$ cat src/rtl/accumulator_stage.sv
// accumulator_stage: frame-based signed/unsigned accumulator with a
// valid/ready operand input and a valid/ready result output.
//
// Operands are added to or subtracted from a running accumulator, one beat
// per cycle. A beat flagged as last closes the frame. The closing result,
// the sticky carry/borrow and overflow flags, and the beat count are then
// held until downstream takes them. Taking the result clears the frame and
// re-opens the input on the same edge.
//
// Optional feature: define ACCUMULATOR_STAGE_SATURATE_EN to clamp the
// accumulator to the most positive or most negative value on a signed
// overflow. Without the macro, the accumulator wraps modulo 2^N.

module accumulator_stage #(
    parameter int N     = 4,
    parameter int CNT_W = 4
) (
    input  logic             clk,
    input  logic             rst_n,
    input  logic             in_valid,
    output logic             in_ready,
    input  logic [N-1:0]     in_operand,
    input  logic             in_sub,
    input  logic             in_last,
    output logic             out_valid,
    input  logic             out_ready,
    output logic [N-1:0]     out_result,
    output logic             out_carry,
    output logic             out_overflow,
    output logic [CNT_W-1:0] out_count
);

    localparam logic [0:0] ACCUM = 1'b0;
    localparam logic [0:0] HOLD  = 1'b1;

    logic [0:0]       r_state;
    logic [N-1:0]     r_acc;
    logic             r_carry;
    logic             r_overflow;
    logic [CNT_W-1:0] r_count;

    logic             w_accept;
    logic             w_release;
    logic [N:0]       w_sum;
    logic [N:0]       w_diff;
    logic [N-1:0]     w_raw;
    logic             w_carry;
    logic             w_overflow;
    logic [N-1:0]     w_next_acc;
    logic             w_count_full;

    assign in_ready  = (r_state == ACCUM);
    assign out_valid = (r_state == HOLD);

    assign w_accept     = in_valid && (r_state == ACCUM);
    assign w_release    = out_ready && (r_state == HOLD);
    assign w_count_full = &r_count;

    // Compute the beat's result, unsigned carry/borrow and signed overflow.
    // The top bit of the extended difference is set exactly when the
    // subtrahend exceeds the accumulator as an unsigned value.
    always_comb begin
        w_sum      = {1'b0, r_acc} + {1'b0, in_operand};
        w_diff     = {1'b0, r_acc} - {1'b0, in_operand};
        w_raw      = w_sum[N-1:0];
        w_carry    = w_sum[N];
        w_overflow = 1'b0;
        if (in_sub) begin
            w_raw      = w_diff[N-1:0];
            w_carry    = w_diff[N];
            w_overflow = (r_acc[N-1] != in_operand[N-1]) &&
                         (w_diff[N-1] != r_acc[N-1]);
        end else begin
            w_overflow = (r_acc[N-1] == in_operand[N-1]) &&
                         (w_sum[N-1] != r_acc[N-1]);
        end
    end

`ifdef ACCUMULATOR_STAGE_SATURATE_EN
    // Clamp on overflow. The true result always has the accumulator's sign
    // when overflow occurs, so that sign selects the clamp direction.
    always_comb begin
        w_next_acc = w_raw;
        if (w_overflow) begin
            if (r_acc[N-1]) begin
                w_next_acc = {1'b1, {(N-1){1'b0}}};
            end else begin
                w_next_acc = {1'b0, {(N-1){1'b1}}};
            end
        end
    end
`else
    // Let the accumulator wrap modulo 2^N.
    always_comb begin
        w_next_acc = w_raw;
    end
`endif

    // Run the frame state machine, the accumulator, the sticky flags and the beat counter.
    always_ff @(posedge clk or negedge rst_n) begin
        if (!rst_n) begin
            r_state    <= ACCUM;
            r_acc      <= '0;
            r_carry    <= 1'b0;
            r_overflow <= 1'b0;
            r_count    <= '0;
        end else if (w_release) begin
            r_state    <= ACCUM;
            r_acc      <= '0;
            r_carry    <= 1'b0;
            r_overflow <= 1'b0;
            r_count    <= '0;
        end else if (w_accept) begin
            r_acc      <= w_next_acc;
            r_carry    <= r_carry | w_carry;
            r_overflow <= r_overflow | w_overflow;
            if (!w_count_full) begin
                r_count <= r_count + 1'b1;
            end
            if (in_last) begin
                r_state <= HOLD;
            end
        end
    end

    assign out_result   = r_acc;
    assign out_carry    = r_carry;
    assign out_overflow = r_overflow;
    assign out_count    = r_count;

endmodule

$ cat config.mk
export PLATFORM = sky130hd
export DESIGN_NAME = accumulator_stage
export DESIGN_NICKNAME = d
export VERILOG_FILES = /design/src/rtl/accumulator_stage.sv
export SDC_FILE = /design/constraint.sdc
export NUM_CORES = 1
export LEC_CHECK = 0
export CELL_PAD_IN_SITES_DETAIL_PLACEMENT = 1
export CELL_PAD_IN_SITES_GLOBAL_PLACEMENT = 1
export CORE_MARGIN = 2
export CORE_UTILIZATION = 36
export CTS_CLUSTER_SIZE = 12
export DETAILED_ROUTE_END_ITERATION = 8
export MAX_ROUTING_LAYER = met4
export PLACE_DENSITY_LB_ADDON = 0.3
export SYNTH_ARGS = -nofsm -noshare
export SYNTH_HDL_FRONTEND = slang
export SYNTH_SLANG_ARGS = --single-unit
export TNS_END_PERCENT = 50
$ cat constraint.sdc
create_clock -name clk -period 2.3 [get_ports clk]
set_clock_uncertainty 0.1 [all_clocks]
set_input_delay 0.46 -clock clk [delete_from_list [all_inputs] [get_ports clk]]
set_output_delay 0.46 -clock clk [all_outputs]
set_load 0.1 [all_outputs]
==> results_dict.tcl <==
set metrics [dict create \
    clkSinkCount 11 \
    drt-vias-per-instance 5.138 \
    tritoncts.num_buffers 3 \
    synth.cell_area_sq_um 892.1 \
    wirelength_met1_microns 954 \
    critPathLaunchType "input port" \
    min-delay-start "out_carry$_DFFE_PN0P_" \
    initial_cell_density_of_the_core_pct 37.02 \
    core-area_sq_um 2410 \
    clockRootBuffer "sky130_fd_sc_hd__clkbuf_4" \
    postCtsSetupBuffers 0 \
    detailedRoute.firstPassIterationCount 4 \
    cap_violations 0 \
    swShare_pct 59.85 \
    cts-htree-levels 1 \
    layoutNonFillerInstCount 152 \
    regToRegEndpoint "out_result[2]$_DFFE_PN0P_" \
    track_usage_pct 17.17 \
    hold_path_class "register to register" \
    clk_latency_ns 0.27 \
    worst_r2r_path_depth 7 \
    final_antenna_net_count 0 \
    netlist_instances 94 \
    drv_slew 0 \
    seqPwrFrac_pct 22.0 \
    pwrdens_nw_per_um2 1465 \
    register_clock_pin_slew_on_the_reported_worst_setup_and_hold_paths_ns 0.07 \
    ir_worst_vdd_v 0.0008411 \
    p_int_mw 0.6889 \
    fin_tns_setup_ns 0 \
    netSwitchingPower_mw 1.027 \
    min_path_cells 1 \
    design_power_total_mw 1.716 \
    setup_viol_count_final 0 \
    combinationalPowerShare_pct 70.2 \
    fp.dieW_microns 53.78 \
    most-common-layout-cells "sky130_fd_sc_hd__buf_4 (16), sky130_fd_sc_hd__ha_1 (9), sky130_fd_sc_hd__clkdlybuf4s50_1 (9)" \
    remaining_drc_errors 0 \
    crit_arrival_ns 2.31 \
    first_global_vias 782 \
    share_clk_of_total_power_pct 7.8 \
    pin_count 22 \
    avgRoutedWirePerCell_microns 14.18 \
    final_worst_path_period_share_pct 95.22 \
    rsz_0062_raised_after_global_routing "no" \
    slew_headroom_pct 63.97 \
    grt_max_degree 12 \
    synth.distinct_cells 35 \
    rrSetupSlack_ns 0.31 \
    place_inst 148 \
    gp_congestion 0.7247 \
    crit_path_end_kind "register" \
    quantity_of_gates_resized_following_cts 0 \
    antenna_cells_inserted 0 \
    grt_pass1_wl_mm 3.498 \
    worstPathRequired_ns 2.42 \
    max_slew.worst_pin.slew_ns 0.5387 \
    layout_overhead_on_the_synthesized_area_pct 31.28 \
    synthesis.area_per_instance_sq_um 9.490 \
    ys_seq_area_share_pct 30.86 \
    fillCellCount 292 \
    portBuffers 21 \
    mostFrequentLayoutCell "sky130_fd_sc_hd__buf_4" \
    design.final.nets 144 \
    run_status "completed" \
    yosys_warnings 0 \
    maxUsedRoutingLayer "met4" \
    fin_util_pct 48.60 \
    worst-path-max-fanout 2 \
    hold_viol_final 0 \
    cts_tree "yes" \
    fp.dieArea_sq_um 2892 \
    cts.hold.buffers_added 0 \
    routed-wl-met2_mm 1.104 \
    final_period_minus_worst_setup_slack_ns 2.190 \
    worst-setup-path-type "input port to register" \
    placementRows 18 \
    static-leakage-power_nw 0.5476 \
    r2r-start "out_result[0]$_DFFE_PN0P_" \
    wl_met3_microns 76 \
    worstHoldEndpoint "out_carry$_DFFE_PN0P_" \
    route.final.wire_length_mm 2.155 \
    synth_fp_nets 115 \
    globalRoute.totalOverflow 0 \
    ctsLongestPathBuffers 2 \
    layout-drive-gt1-share_pct 22.95 \
    die_span_in_y_microns 53.78 \
    vias 781 \
    grt_antenna_before_repair 0 \
    postSynthRegisterBits 11 \
    detailedRoute.firstIterationViolations 12 \
    max_freq_ghz 0.4566 \
    dp_hpwl_mm 1.745 \
]
## final cells by class
cell class / count / area, sq um / area share (%)
clock buffer: 4 / 26.28 / 2.244
inverter: 8 / 30.03 / 2.564
multi-input combinational: 73 / 568.0 / 48.50
sequential: 11 / 279.0 / 23.82
tap: 30 / 37.54 / 3.205
timing repair buffer: 26 / 230.2 / 19.66
## stage by stage
stage	hold slack [ns]	worst slack, ns	cell area, sq um
global placement	0.4035	-0.1515	1145
CTS	0.4375	0.1112	1171
global route	0.4545	0.04724	1171
detailed placement	0.4134	-0.1687	1145
floorplan	0.06441	-0.04620	895.9
finish	0.4294	0.1099	1171
## worst max path at each step
stage / end / cells after the start / startpoint / slack (ns)
floorplan: out_overflow$_DFFE_PN0P_ / 5 / out_result[2]$_DFFE_PN0P_ / -0.05
global placement: out_result[2]$_DFFE_PN0P_ / 7 / in_operand[0] / -0.15
finish: out_result[2]$_DFFE_PN0P_ / 7 / in_operand[0] / 0.11
CTS: out_result[2]$_DFFE_PN0P_ / 7 / in_operand[0] / 0.11
global route: out_result[2]$_DFFE_PN0P_ / 7 / in_operand[0] / 0.05
detailed placement: out_result[2]$_DFFE_PN0P_ / 7 / in_operand[0] / -0.17
## power groups by stage
stage	sequential, mW	clock, mW	combinational [mW]
6_report	0.378	0.133	1.20
5_1_grt	0.393	0.146	1.29
4_1_cts	0.381	0.141	1.21
3_5_place_dp	0.384	0	1.21
3_3_place_gp	0.379	0	1.19
2_1_floorplan	0.927	0	0.385
## registers in the layout (all words and copies together), names as in the netlist
register / flops
out_count: 4
out_overflow: 1
out_valid: 1
out_result: 4
out_carry: 1
## Yosys cell counts (all sizes together)
master / n / area (sq um)
inv: 8 / 30.03
a21boi: 1 / 7.510
a311oi: 1 / 8.760
a31oi: 2 / 12.51
o21ai: 4 / 20.02
nand2b: 2 / 20.02
o211ai: 2 / 15.01
or3: 1 / 6.260
a21oi: 4 / 20.02
nand3: 4 / 20.02
o21a: 2 / 15.01
nor4b: 1 / 8.760
nor2b: 3 / 18.77
a22o: 3 / 27.53
o21bai: 1 / 7.510
nand3b: 2 / 15.01
dfrtp: 11 / 275.3
a21o: 1 / 7.510
mux2i: 4 / 40.04
buf: 2 / 18.77
a211o: 1 / 8.760
ha: 9 / 112.6
xor2: 1 / 8.760
nor3: 1 / 16.27
xnor2: 2 / 17.52
nand2: 7 / 26.28
o22a: 1 / 8.760
nor2: 8 / 30.03
nor3b: 2 / 20.02
fa: 2 / 40.04
and2: 1 / 8.760
## routing by layer
layer / vias up / global-route usage, %
met5: - / -
met4: 0 / 3.846
met3: 4 / 3.333
met2: 14 / 29.47
met1: 377 / 20.69
li1: 386 / -
## cells by family (layout without fill, tap and decap cells)
logic type | Yosys count | in the layout | synth area share [%]
compound gates | 23 | 23 | 17.81
xor+xnor | 3 | 3 | 2.946
fa+ha+maj | 11 | 11 | 17.11
buf+inv | 10 | 38 | 5.470
flops | 11 | 11 | 30.86
mux | 4 | 4 | 4.488
simple gates | 32 | 32 | 21.32
## worst max-delay path, cell delays in order
cell	delay [ns]
sky130_fd_sc_hd__clkdlybuf4s50_1	0.43
sky130_fd_sc_hd__ha_1	0.23
sky130_fd_sc_hd__fa_1	0.39
sky130_fd_sc_hd__and2_4	0.17
sky130_fd_sc_hd__or3_1	0.29
sky130_fd_sc_hd__a31oi_1	0.17
sky130_fd_sc_hd__a22o_2	0.16
Note: power is estimated with default switching activity, not from simulation.
